==> src/rtl/mux_nto1_rr_cond.sv <==
// rtl/mux_nto1_rr_cond.sv - N-to-1 valid-qualified mux with selector or round-robin choice, registered output
module mux_nto1_rr_cond #(
    parameter int DATA_W = 8,
    parameter int NUM_CH = 4,
    parameter int SEL_W  = 2
) (
    input  logic                     clk,
    input  logic                     reset_L,
    input  logic                     mode,
    input  logic [SEL_W-1:0]         selector,
    input  logic [NUM_CH-1:0]        valid_in,
    input  logic [NUM_CH*DATA_W-1:0] data_in,
    output logic [NUM_CH-1:0]        grant,
    output logic                     validout,
    output logic [DATA_W-1:0]        dataout,
    output logic [SEL_W-1:0]         ch_out
);

    logic [SEL_W-1:0]  rr_ptr;
    logic [SEL_W-1:0]  rr_idx;
    logic [SEL_W-1:0]  scan_idx;
    logic [SEL_W-1:0]  gnt_idx;
    logic [DATA_W-1:0] gnt_data;
    logic              rr_found;
    logic              sel_ok;
    logic              gnt_any;
    int                scan;

    // First valid channel at or after rr_ptr, wrapping modulo NUM_CH.
    always_comb begin
        rr_found = 1'b0;
        rr_idx   = '0;
        scan     = 0;
        scan_idx = '0;
        for (int off = 0; off < NUM_CH; off++) begin
            scan = int'(rr_ptr) + off;
            if (scan >= NUM_CH) begin
                scan = scan - NUM_CH;
            end
            scan_idx = SEL_W'(scan);
            if (!rr_found && valid_in[scan_idx]) begin
                rr_found = 1'b1;
                rr_idx   = scan_idx;
            end
        end
    end

    // A selector beyond the last channel never grants.
    always_comb begin
        sel_ok = 1'b0;
        if (int'(selector) < NUM_CH) begin
            sel_ok = valid_in[selector];
        end
    end

    always_comb begin
        gnt_any  = reset_L && (mode ? rr_found : sel_ok);
        gnt_idx  = mode ? rr_idx : selector;
        grant    = gnt_any ? (NUM_CH'(1) << gnt_idx) : '0;
        gnt_data = data_in[gnt_idx*DATA_W +: DATA_W];
    end

    always_ff @(posedge clk or negedge reset_L) begin
        if (!reset_L) begin
            validout <= 1'b0;
            dataout  <= '0;
            ch_out   <= '0;
            rr_ptr   <= '0;
        end else begin
            if (gnt_any) begin
                validout <= 1'b1;
                dataout  <= gnt_data;
                ch_out   <= gnt_idx;
            end else begin
                validout <= 1'b0;
                dataout  <= '0;
                ch_out   <= '0;
            end
            if (mode && rr_found) begin
                rr_ptr <= (rr_idx == SEL_W'(NUM_CH - 1)) ? '0 : rr_idx + SEL_W'(1);
            end
        end
    end

endmodule

==> config.mk <==
export PLATFORM = sky130hd
export DESIGN_NAME = mux_nto1_rr_cond
export DESIGN_NICKNAME = d
export VERILOG_FILES = /design/src/rtl/mux_nto1_rr_cond.sv
export SDC_FILE = /design/constraint.sdc
export NUM_CORES = 1
export LEC_CHECK = 0
export ABC_AREA = 1
export CAP_MARGIN = 20
export CORE_MARGIN = 4
export CORE_UTILIZATION = 41
export CTS_CLUSTER_SIZE = 25
export DETAILED_ROUTE_END_ITERATION = 6
export GPL_ROUTABILITY_DRIVEN = 1
export PLACE_DENSITY_LB_ADDON = 0.2
export SETUP_SLACK_MARGIN = 0.02
export SLEW_MARGIN = 5
export SYNTH_ARGS = -nofsm -noshare
export SYNTH_HDL_FRONTEND = slang
export SYNTH_SLANG_ARGS = --single-unit
==> constraint.sdc <==
create_clock -name clk -period 2.5 [get_ports clk]
set_input_delay 0.375 -clock clk [delete_from_list [all_inputs] [get_ports clk]]
set_output_delay 0.375 -clock clk [all_outputs]
set_load 0.01 [all_outputs]
==> out/results.ini, run 1 <==
[route]
viasPerCell=4.96
routed_wirelength_mm=3.78
vias=1469
drt_iter0_markers=32
wl_per_cell_um=12.8
firstDrtPassIters=4
ant_nets=0
post-route-drc-count=0

[clocking]
cts_tree=built
clockBufferDepth=2
cts_sinks=13
clkLatencyLatePin_ns=0.27
cts_hold_buf=0
cts.clk_slew.worst_paths_ns=0.08
cts_root_buf=clkbuf_4
numCtsBuffers=3
cts_max_level=1

[global_route]
grt_max_degree=18
track_usage_pct=18.5
grt_overflow_total=0
met2_usage_pct=30.5
grt_antenna_before_repair=0
busiest_layer=met2
gr-usage-met1_pct=24.6
grt_pass1_vias=1281
grt_pass1_wl_mm=5.33
met3_usage_pct=2.89

[setup_path]
crit_fanout=6
cp_top_family=simple AND/OR/NAND/NOR gates
cp-end-kind=output port
worstPathArrival_ns=2.12
crit_buf_inv=4
critPathMaxStageDelay_ns=0.48
start_kind=register
cp_slowest_cell=dfrtp_2
ff2ff_setup_slack_ns=0.29
required_ns=2.12
critPathKind=register to output port
path_cells=buf_6 -> nand2_1 -> nand2_1 -> o21ai_2 -> nand3b_1 -> nand2_2 -> inv_2 -> o21ai_4 -> buf_6 -> nor3_2 -> buf_2

[timing]
max_freq_ghz=0.400
worst_pin_slew_ns=0.250
hold_viol_final=0
setup-violations-final=0
fin_crit_ns=2.50
min_period_over_period_pct=99.9
fin_setup_tns_ns=0
relSlewSlack_pct=83.3
rsz0062_at_grt=yes
finalClockSkew_ns=0.00494
slew_violations=0

[layout]
antenna_cells=0
drive_above_1_share_pct=35.8
area_growth_pct=76.3
nNetsFinal=307
layout_commonest_cell=nand2_1
layout_common_cells=67 x nand2_1, 48 x clkdlybuf4s50_1, 29 x buf_4, 20 x nand2_2, 18 x nand3_1

[logic_synthesis]
synthMuxAreaShare_pct=0
yosys_warnings=0
netlist.area_leader.share_pct=27.5
synth_fa_ha_area_share_pct=0
synth.net_count=220
syn-instance-count=179
synth_cell_types=30
synth-compound-area-share_pct=12.1
syn_area_per_cell_um2=6.61
synth_xor_area_share_pct=0.740
synth_top_area_cell=dfrtp_1
synth_area_mm2=0.00118
yosys.area_share.simple_pct=51.0
synth_area_leaders=dfrtp_1 27%, nand2_1 25%, nand3_1 8.5%
ys_seq_area_share_pct=27.5
ys_seq_elements=13
synth_top_family_by_area=simple AND/OR/NAND/NOR gates

[die]
initial_core_util_pct=42.9
die_width_um=61.7
core_mm2=0.00276
dieArea_mm2=0.00381
std_cell_rows=19
die_y_um=61.7
pin_count=56

[pwr]
power_mw=2.12
p_leak_nw=1.05
peakVddDrop_mv=0.923
p_per_area_mw_per_mm2=1010

[run]
maxCapViolCount=0

[worst_hold_path]
hold_path.class=primary input to async pin

[placed_design]
dp_hpwl_mm=2.74
gp_congestion=0.869
port_buffers=55

[status]
status=finished clean

==> power breakdown <==
group          switching [mW]  internal (mW)  leakage [nW]
clock                  0.0667         0.0618        0.0150
sequential             0.0565          0.273         0.169
combinational           0.895          0.764         0.862
==> final timing paths <==
check                           cells after the start                    end                   from
worst min-delay path                                2    ch_out[0]$_DFF_PN0_                reset_L
max in group asynchronous                           2  rr_ptr[0]$_DFFE_PN0P_                reset_L
worst max register to register                     14   dataout[0]$_DFF_PN0_  rr_ptr[0]$_DFFE_PN0P_
worst max-delay path                               11               grant[1]  rr_ptr[0]$_DFFE_PN0P_
min in group clk                                    2  rr_ptr[1]$_DFFE_PN0P_  rr_ptr[1]$_DFFE_PN0P_
worst min register to register                      2  rr_ptr[1]$_DFFE_PN0P_  rr_ptr[1]$_DFFE_PN0P_
==> final cells by class <==
type | count | area (µm²)
multi-input combinational | 147 | 837
timing repair buffer | 88 | 801
fill | 229 | 671
sequential | 13 | 328
inverter | 13 | 56.3
tap | 31 | 38.8
clock buffer | 4 | 26.3
==> logic make-up (layout without fill, tap and decap cells) <==
| group | after synthesis | count (layout) |
|---|---|---|
| flops | 13 | 13 |
| buf+inv | 19 | 105 |
| xor+xnor | 1 | 1 |
| simple gates | 127 | 127 |
| compound gates | 19 | 19 |
==> Yosys cell counts (all sizes together) <==
cell type,n
nand2,92
xnor2,1
buf,5
nand4,1
inv,13
a21oi,9
nand3b,1
dfrtp,13
o21ai,7
nand3,23
a31oi,1
nor2,6
o211ai,1
nor3,4
clkbuf,1
o21a,1
==> timing repair <==
action / in CTS / in global routing
pin swaps: 7 / 15
gates resized for setup: 30 / 26
gates cloned: 0 / 0
setup buffers: 9 / 6
endpoints found under the setup margin: 4 / 4
==> flip-flops by register name, summed over array words and instances, names as in the netlist <==
register / cells
dataout: 8
validout: 1
rr_ptr: 2
ch_out: 2
==> worst reg2reg max path, cell delays in order, from the launching register on <==
cell and delay, ns:
dfrtp_2 0.48, buf_6 0.17, nand2_1 0.08, nand2_1 0.11
nand2_1 0.10, nand2_1 0.08, a21oi_1 0.15, nand2_1 0.13
nand3_4 0.14, buf_4 0.12, buf_4 0.20, nand3_1 0.10
nand2_1 0.09, nand2_1 0.06, a21oi_2 0.15
==> per-layer routing <==
layer / up-vias / wire (µm)
met4: 0 / 106
met2: 55 / 1830
li1: 743 / -
met1: 659 / 1600
met3: 12 / 234
met5: - / 0
==> through the flow <==
stage	area [µm²]	util (%)	worst slack, ns	std cells	hold slack (ns)
floorplan	1180	-	0.402	179	0.0794
global placement	1850	67.2	-0.293	277	0.603
detailed placement	1850	67.2	-0.343	277	0.620
CTS	1970	71.6	0.0232	290	0.502
global route	2090	75.7	-0.128	296	0.532
finish	2090	75.7	0.00283	296	0.502
Note: power is estimated with default switching activity, not from simulation.
==> inputs of run 2 (changes only) <==
==> constraint.sdc (replaced) <==
create_clock -name clk -period 2.5 [get_ports clk]
set_input_delay 0.25 -clock clk [delete_from_list [all_inputs] [get_ports clk]]
set_output_delay 0.25 -clock clk [all_outputs]
set_load 0.01 [all_outputs]
==> run 2 against run 1 <==
Clock power hardly changed; wire length is 14% lower; register-to-register slack better by 0.05 ns; final cell count is 6.4% lower; critical path type unchanged; critical endpoint is now grant[0]; largest power group unchanged.
==> out/results.ini, run 2 (synthesized netlist as in run 1, its figures left out) <==
[setup_path]
start_kind=register
cpMostUsedCell=nand2_1
crit_fanout=7
critPathMaxStageDelay_ns=0.48
worstPathArrival_ns=2.09
path_cells=buf_6 -> nand2_1 -> nand2_2 -> nand2_1 -> nand2_1 -> nor2_4 -> nand3_2 -> nand3_1 -> nand2_1 -> buf_4 -> o21ai_4 -> nor3_1 -> clkbuf_2
cp-end-kind=output port
ff2ff_setup_slack_ns=0.34
critPathKind=register to output port
required_ns=2.25
cp_slowest_cell=dfrtp_2

[route]
post-route-drc-count=0
ant_nets=0
firstDrtPassIters=4
routed_wirelength_mm=3.23
wl_per_cell_um=11.7
vias=1345
viasPerCell=4.86
drt_iter0_markers=46

[layout]
layout.area.seq_um2=328
biggestRegsByFlops=dataout: 8 flops, ch_out: 2 flops, rr_ptr: 2 flops
layout_common_cells=78 x nand2_1, 51 x clkdlybuf4s50_1, 20 x nand3_1, 13 x nand2_2, 13 x buf_4
final_cell_area_mm2=0.00185
drive_above_1_share_pct=22.4
area_growth_pct=56.1
largest_reg_flops=8
antenna_cells=0
nFillCells=249
layout_commonest_cell=nand2_1
regMostFlops=dataout
post-route-util_pct=67.0
multi_input_area_um2=764
nNetsFinal=288

[pwr]
peakVddDrop_mv=0.746
power_mw=1.80
p_per_area_mw_per_mm2=976
p_leak_nw=0.904

[die]
dieArea_mm2=0.00381
pin_count=56
std_cell_rows=19
die_y_um=61.7
core_mm2=0.00276
die_width_um=61.7
initial_core_util_pct=42.9

[clocking]
cts_max_level=1
cts_root_buf=clkbuf_4
cts_tree=built
cts_hold_buf=0
numCtsBuffers=3
cts.clk_slew.worst_paths_ns=0.08
clockBufferDepth=2
cts_sinks=13
clkLatencyLatePin_ns=0.28

[timing]
rsz0062_at_grt=yes
relSlewSlack_pct=79.9
setup-violations-final=0
min_period_over_period_pct=93.6
worst_pin_slew_ns=0.300
slew_violations=0
fin_crit_ns=2.34
fin_ws_ns=0.160
finalClockSkew_ns=0.00688
max_freq_ghz=0.427
finalHoldWorstSlack_ns=0.384
hold_viol_final=0

[global_route]
grt_max_degree=18
grt_pass1_vias=1167
track_usage_pct=17.0
grt_pass1_wl_mm=4.92
grt_overflow_total=0
grt_antenna_before_repair=0

[placed_design]
dp_hpwl_mm=2.62
pre_cts_ws_ns=-0.0729
gp_congestion=0.861
port_buffers=55
post_dp_cell_area_mm2=0.00182

[worst_hold_path]
hold_path.class=primary input to async pin

[status]
status=finished clean

[run]
maxCapViolCount=0

==> run 2: final timing paths <==
path                                             from               endpoint  depth (start not counted)
worst max-delay path            rr_ptr[0]$_DFFE_PN0P_               grant[0]                         13
worst min-delay path                          reset_L    ch_out[1]$_DFF_PN0_                          2
worst max register to register  rr_ptr[0]$_DFFE_PN0P_   dataout[0]$_DFF_PN0_                         15
worst min register to register  rr_ptr[1]$_DFFE_PN0P_  rr_ptr[1]$_DFFE_PN0P_                          2
max in group asynchronous                     reset_L  rr_ptr[0]$_DFFE_PN0P_                          2
min in group clk                rr_ptr[1]$_DFFE_PN0P_  rr_ptr[1]$_DFFE_PN0P_                          2
==> run 2: cell type report <==
| cell class | instances | area share [%] |
|---|---|---|
| Timing Repair Buffer | 69 | 34.6 |
| Sequential cell | 13 | 17.7 |
| Tap cell | 31 | 2.10 |
| Multi-Input combinational cell | 147 | 41.4 |
| Clock buffer | 4 | 1.42 |
| Inverter | 13 | 2.78 |
==> run 2: per-stage QoR <==
stage / setup TNS, ns / std cells
after floorplan: 0 / 179
after global placement: -0.118 / 272
after detailed placement: -0.253 / 272
after CTS: 0 / 276
after global routing: -0.0111 / 277
final: 0 / 277
==> run 2: critical path, delay by kind of cell, from the launching register on <==
kind / cells / cell delay, ns
AO/OA/AOI/OAI: 1 / 0.17
buffers and inverters: 3 / 0.43
AND/OR/NAND/NOR: 9 / 0.72
flip-flops: 1 / 0.48
==> run 2: timing repair <==
action                     CTS  global route
cloned                       0             0
gates resized for setup      6            13
pin swaps                    0             2
setup endpoints to repair    4             4
setup buffers                0             1
==> run 2: report_power, final <==
| part | internal [mW] | leakage [nW] | switching (mW) |
|---|---|---|---|
| Combinational | 0.592 | 0.719 | 0.757 |
| Clock | 0.0619 | 0.0150 | 0.0682 |
| Sequential | 0.274 | 0.169 | 0.0506 |
| Total | 0.927 | 0.904 | 0.876 |
==> run 2: per-layer routing <==
metal / share of wire, % / track usage (%)
met1: 45 / 23.6
met2: 44 / 26.2
met3: 9.6 / 2.89
met4: 1.9 / 6.67
met5: 0 / 0
==> patch 1 (config.mk and constraints of run 2) <==
Set the parameter `DATA_W` to 7 (it was 8).
--- a/src/rtl/mux_nto1_rr_cond.sv
+++ b/src/rtl/mux_nto1_rr_cond.sv
@@ -2,3 +2,3 @@
 module mux_nto1_rr_cond #(
-    parameter int DATA_W = 8,
+    parameter int DATA_W = 7,
     parameter int NUM_CH = 4,
Interface: changed (resized data_in and dataout); port bits go from 56 to 51. No check against the original RTL was run, so the function may have changed too.
==> patch 1 against run 2 <==
- sequential cell count decreased by 1
- wire length down 3.2%
- sequential power decreased by 3%
- setup slack better by 56 ps
- design area down 5.1%
- total power shrank 1.6%
- first-iteration DRC count is 98% higher
- synthesized cell count decreased by 2.2%
- area after synthesis decreased by 2.4%
- hold slack got worse by 57 ps
- register-to-register slack improved by 210 ps
- cell count down 4.0%
- critical endpoint is now grant[2]
- highest routed layer unchanged
==> patch 1: results (changes against run 2) <==
* FF-to-FF path depth at 14 (-1)
* Leading cell types by count after synthesis: nand2_1 (90), nand3_1 (16), dfrtp_1 (12), nand3_2 (10), inv_1 (9)
* Reg2Reg Launch Point: rr_ptr[0]$_DFFE_PN0P_
* Max-slew headroom at 0.825 (+0.0262)
* Worst setup endpoint: grant[2]
* Vias in the first global route at 1173 (+0.51%)
* Final ANT Viol Nets at 0 (unchanged)
* Final setup vio count at 0 (unchanged)
* DRT Pass-1 Iters at 4 (unchanged)
* Top post-synthesis cells by area: nand2_1 (29%), dfrtp_1 (26%), nand3_2 (8.7%)
* Clk_lat worst skew at 280 ps (about the same)
* Seq/Total Area, Yosys at 0.260 (-0.0148)
* H-tree Lvls at 1 (unchanged)
* CP peak stage delay at 460 ps (-20 ps)
* Largest net degree at the start of global routing at 15 (-3)
* Syn Nets at 212 (-3.6%)
* NumNets Final at 274 (-4.9%)
* Drt wl/cell at 11.8 um (+0.82%)
* Layout cells sized above 1 at 0.229 (+0.00524)
* Asr flop ratio synth at 1.00 (unchanged)
* First-pass GRT wire length at 5020 um (+2.1%)
* Status: complete, no violations
* Crit share post-route at 0.914 (-0.0225)
* Pre-CTS setup slack at -60.4 ps (+12.5 ps)
* GRT Overall Usage at 0.176 (+0.00605)
* Iter 0 DRT Violations at 91 (+98%)
* Post-DP Area at 0.00171 mm2 (-5.7%)
* Num CTS Buffers at 3 (unchanged)
* Top delay family on crit path: simple AND/OR/NAND/NOR gates
* Hold WS at 327 ps (-56.9 ps)
* Leakage at 0.919 nW (+1.7%)
* Peak supply drop at 0.686 mV (-8.1%)
* Fillers at 237 (-4.8%)
* RR Endpoint: dataout[3]$_DFF_PN0_
* Detailed Place HPWL at 2600 um (-0.88%)
* Unique masters post-synth at 21 (-30%)
* Top FF cell, synth: dfrtp_1
* Final Wtd Congestion at 0.866 (+0.56%)
* R2r setup slk at 550 ps (+210 ps)
* Port Buffers at 50 (-9.1%)
* CP Max Fanout at 4 (-3)
* Biggest regs: dataout (7), ch_out (2), rr_ptr (2)
* WP data arrival at 2030 ps (-60 ps)
* Setup Skew at 6.16 ps (-0.723 ps)
* Vias at 1268 (-5.7%)
## patch 1: changes by cell type after synthesis, sizes merged, moves of 2 or more
cell	change
a21oi	-8
o21ai	-2
nand2	+7
inv	+3
buf	-2
nand3	+3
## patch 1: power by group
group | switching (mW) | internal (mW)
combinational | 0.764 | 0.536
clock | 0.0706 | 0.0885
sequential | 0.0509 | 0.264
## patch 1: area by class of cell
| type | count | area [um2] | share of cell area |
|---|---|---|---|
| multi-input cells | 143 | 748 | 0.427 |
| repair buffers | 61 | 563 | 0.321 |
| flip-flops and latches | 12 | 302 | 0.172 |
| inverters | 16 | 67.6 | 0.0385 |
| well taps | 30 | 37.5 | 0.0214 |
| clock buffers | 4 | 36.3 | 0.0207 |
## patch 1: logic make-up after synthesis
kind of cell	count (synthesis)	share of synthesized area
flip-flops	12	0.260
AO/OA/AOI/OAI	8	0.0585
AND/OR/NAND/NOR	135	0.582
buffers and inverters	20	0.0997
## patch 1: routing by layer
layer / vias up / track usage / wire length [um]
met1: 548 / 0.244 / 1470
met2: 49 / 0.290 / 1430
li1: 669 / - / -
met5: - / 0 / 0
met4: 0 / 0.0279 / 10
met3: 2 / 0.0335 / 221
## patch 1: worst min path at each step
stage / from / to
floorplan: reset_L / ch_out[0]$_DFF_PN0_
global placement: reset_L / validout$_DFF_PN0_
detailed placement: reset_L / validout$_DFF_PN0_
CTS: reset_L / validout$_DFF_PN0_
global route: reset_L / validout$_DFF_PN0_
finish: reset_L / validout$_DFF_PN0_
## patch 1: timing repair
item                       in CTS  in global routing
setup endpoints to repair       4                  4
buffers inserted                0                  2
gates resized for setup         5                 12
pin swaps                       0                  0
## patch 1: per-stage QoR
stage / TNS (ps) / cells / utilization
after floorplan: 0 / 175 / -
after global placement: -68.2 / 260 / 0.661
after detailed placement: -204 / 260 / 0.661
after CTS: 0 / 264 / 0.674
after global routing: 0 / 266 / 0.677
final: 0 / 266 / 0.677
==> patch 2 (flow settings as in run 2) <==
Without the edit above. Make the reset (`reset_L`) synchronous in one clocked block.
--- a/src/rtl/mux_nto1_rr_cond.sv
+++ b/src/rtl/mux_nto1_rr_cond.sv
@@ -62,3 +62,3 @@
 
-    always_ff @(posedge clk or negedge reset_L) begin
+    always_ff @(posedge clk) begin
         if (!reset_L) begin
Function: differs if reset_L is asserted again (counterexample within 4 cycles, from zero or initial values and one cycle with reset_L low); with reset_L held inactive, the same outputs for 10 cycles.
==> patch 2 against run 2 <==
- area after synthesis shrank 5.9%
- total power decreased by 13%
- sequential share of layout area is 3.2 points lower
- setup slack better by 3.9 ps
- sequential cell count unchanged
- wire length up 1.7%
- utilization up 4.4 points
- hold slack better by 160 ps
- design area decreased by 2.5%
==> patch 2: results (changes against run 2) <==
* Peak supply drop at 0.537 mV (-28%)
* Setup Skew at 5.63 ps (-1.25 ps)
* Iter 0 DRT Violations at 43 (-6.5%)
* H-tree Lvls at 1 (unchanged)
* CTS Buffer Depth at 2 (unchanged)
* Biggest regs: dataout (8), ch_out (2), rr_ptr (2)
* Layout cells sized above 1 at 0.200 (-0.0236)
* Vias per cell at 4.93 (+1.4%)
* Antenna diode count at 0 (unchanged)
* NumNets Final at 292 (+1.4%)
* Fillers at 208 (-16%)
* CTS root buf: clkbuf_4
* WL final at 3290 um (+1.7%)
* Synth Area in Compound Gates at 0.0820 (-0.0385)
* CP Max Fanout at 5 (-2)
* Vias in the first global route at 1301 (+11%)
* GRT Overall Usage at 0.183 (+0.0130)
* Hold/Removal Path Class: in2reg
* Final Wtd Congestion at 0.838 (-2.7%)
* Num CTS Buffers at 3 (unchanged)
* Status: complete, no violations
* DRT Pass-1 Iters at 4 (unchanged)
* Post-synthesis mux area share at 0 (unchanged)
* First-pass GRT wire length at 5150 um (+4.6%)
* Initial antenna violation count at 0 (unchanged)
* Post-Synth Adder-Cell Area at 0 (unchanged)
* Leading cell types by count after synthesis: nand2_1 (58), inv_1 (26), nand3_1 (21), dfxtp_1 (13)
* Post-synthesis xor/xnor area fraction at 0.00787 (+0.000466)
* Syn Nets at 219 (-0.45%)
* Clk_lat worst skew at 280 ps (about the same)
* Seq/Total Area, Yosys at 0.234 (-0.0411)
* Top FF cell, synth: dfxtp_1
* Asr flop ratio synth at 0 (-1.00)
* Top post-synthesis cells by area: dfxtp_1 (23%), nand2_1 (20%), nand3_1 (9.4%)
* Largest net degree at the start of global routing at 17 (-1)
* Setup tns final at 0 ps (unchanged)
* Syn. warnings at 0 (unchanged)
* Unique masters post-synth at 25 (-17%)
* Port Buffers at 55 (unchanged)
* Leakage at 0.903 nW (about the same)
* WP data arrival at 2090 ps (about the same)
* Slew @ Worst Pin at 315 ps (+14.5 ps)
* Most common cell in the synthesized netlist: nand2_1
* Reg clk slew, reported paths at 70 ps
* Detailed Place HPWL at 2840 um (+8.3%)
patch 2: timing repair:
item	in CTS	in global routing
endpoints found under the setup margin	4	3
setup buffers	0	0
gates cloned	0	0
gates resized for setup	6	6
pin swaps	0	0
patch 2: worst paths after layout:
| kind | to | start | cells after the start | slack [ps] |
|---|---|---|---|---|
| worst min register to register | rr_ptr[1]$_SDFFE_PN0P_ | rr_ptr[1]$_SDFFE_PN0P_ | 4 | 670 |
| worst max-delay path | grant[1] | valid_in[1] | 13 | 160 |
| worst max register to register | dataout[7]$_SDFF_PN0_ | rr_ptr[0]$_SDFFE_PN0P_ | 16 | 470 |
| worst min-delay path | dataout[4]$_SDFF_PN0_ | data_in[12] | 3 | 540 |
patch 2: critical path, stage by stage:
cell and delay [ps]:
clkdlybuf4s50_1 430, inv_1 120, nand2_2 60, nand3_1 120, nand2_2 100, nor2_4 160, nand3_1 80, nand2_1 110
nand3_2 100, nand2_4 100, inv_4 50, nor2_4 110, dlygate4sd2_1 280
patch 2: cell families after synthesis:
kind of cell,Yosys count
simple gates,116
buf+inv,33
xor+xnor,1
flops,13
compound gates,15
patch 2: area by class of cell:
cell class              count  area (um2)  share of cell area
multi-input cells         132         698               0.387
repair buffers             71         662               0.367
flip-flops and latches     13         263               0.146
inverters                  30         115              0.0639
well taps                  30        37.5              0.0208
clock buffers               4        26.3              0.0146
patch 2: layer usage:
metal / share of wire / up-vias / global-route usage
met5: 0 / - / 0
met4: 0 / 0 / 0.0253
met3: 0.075 / 0 / 0.0518
met2: 0.53 / 52 / 0.346
met1: 0.39 / 622 / 0.204
li1: - / 705 / -
patch 2: metrics by stage:
stage                     power (mW)  hold slack (ps)  setup slack (ps)  instances  cell area, um2
after floorplan                 1.03              363               639        178            1110
after global placement          1.40              698             -27.3        276            1780
after detailed placement        1.44              697              -145        276            1780
after CTS                       1.57              532              92.0        280            1810
after global routing            1.70              582              24.5        280            1800
final                           1.56              543               164        280            1800
patch 2: power by group:
part	total [mW]	leakage (nW)	switching, mW	internal, mW
Sequential	0.317	0.108	0.0363	0.281
Combinational	1.12	0.779	0.618	0.500
Clock	0.130	0.0150	0.0677	0.0619
Total	1.56	0.903	0.722	0.843
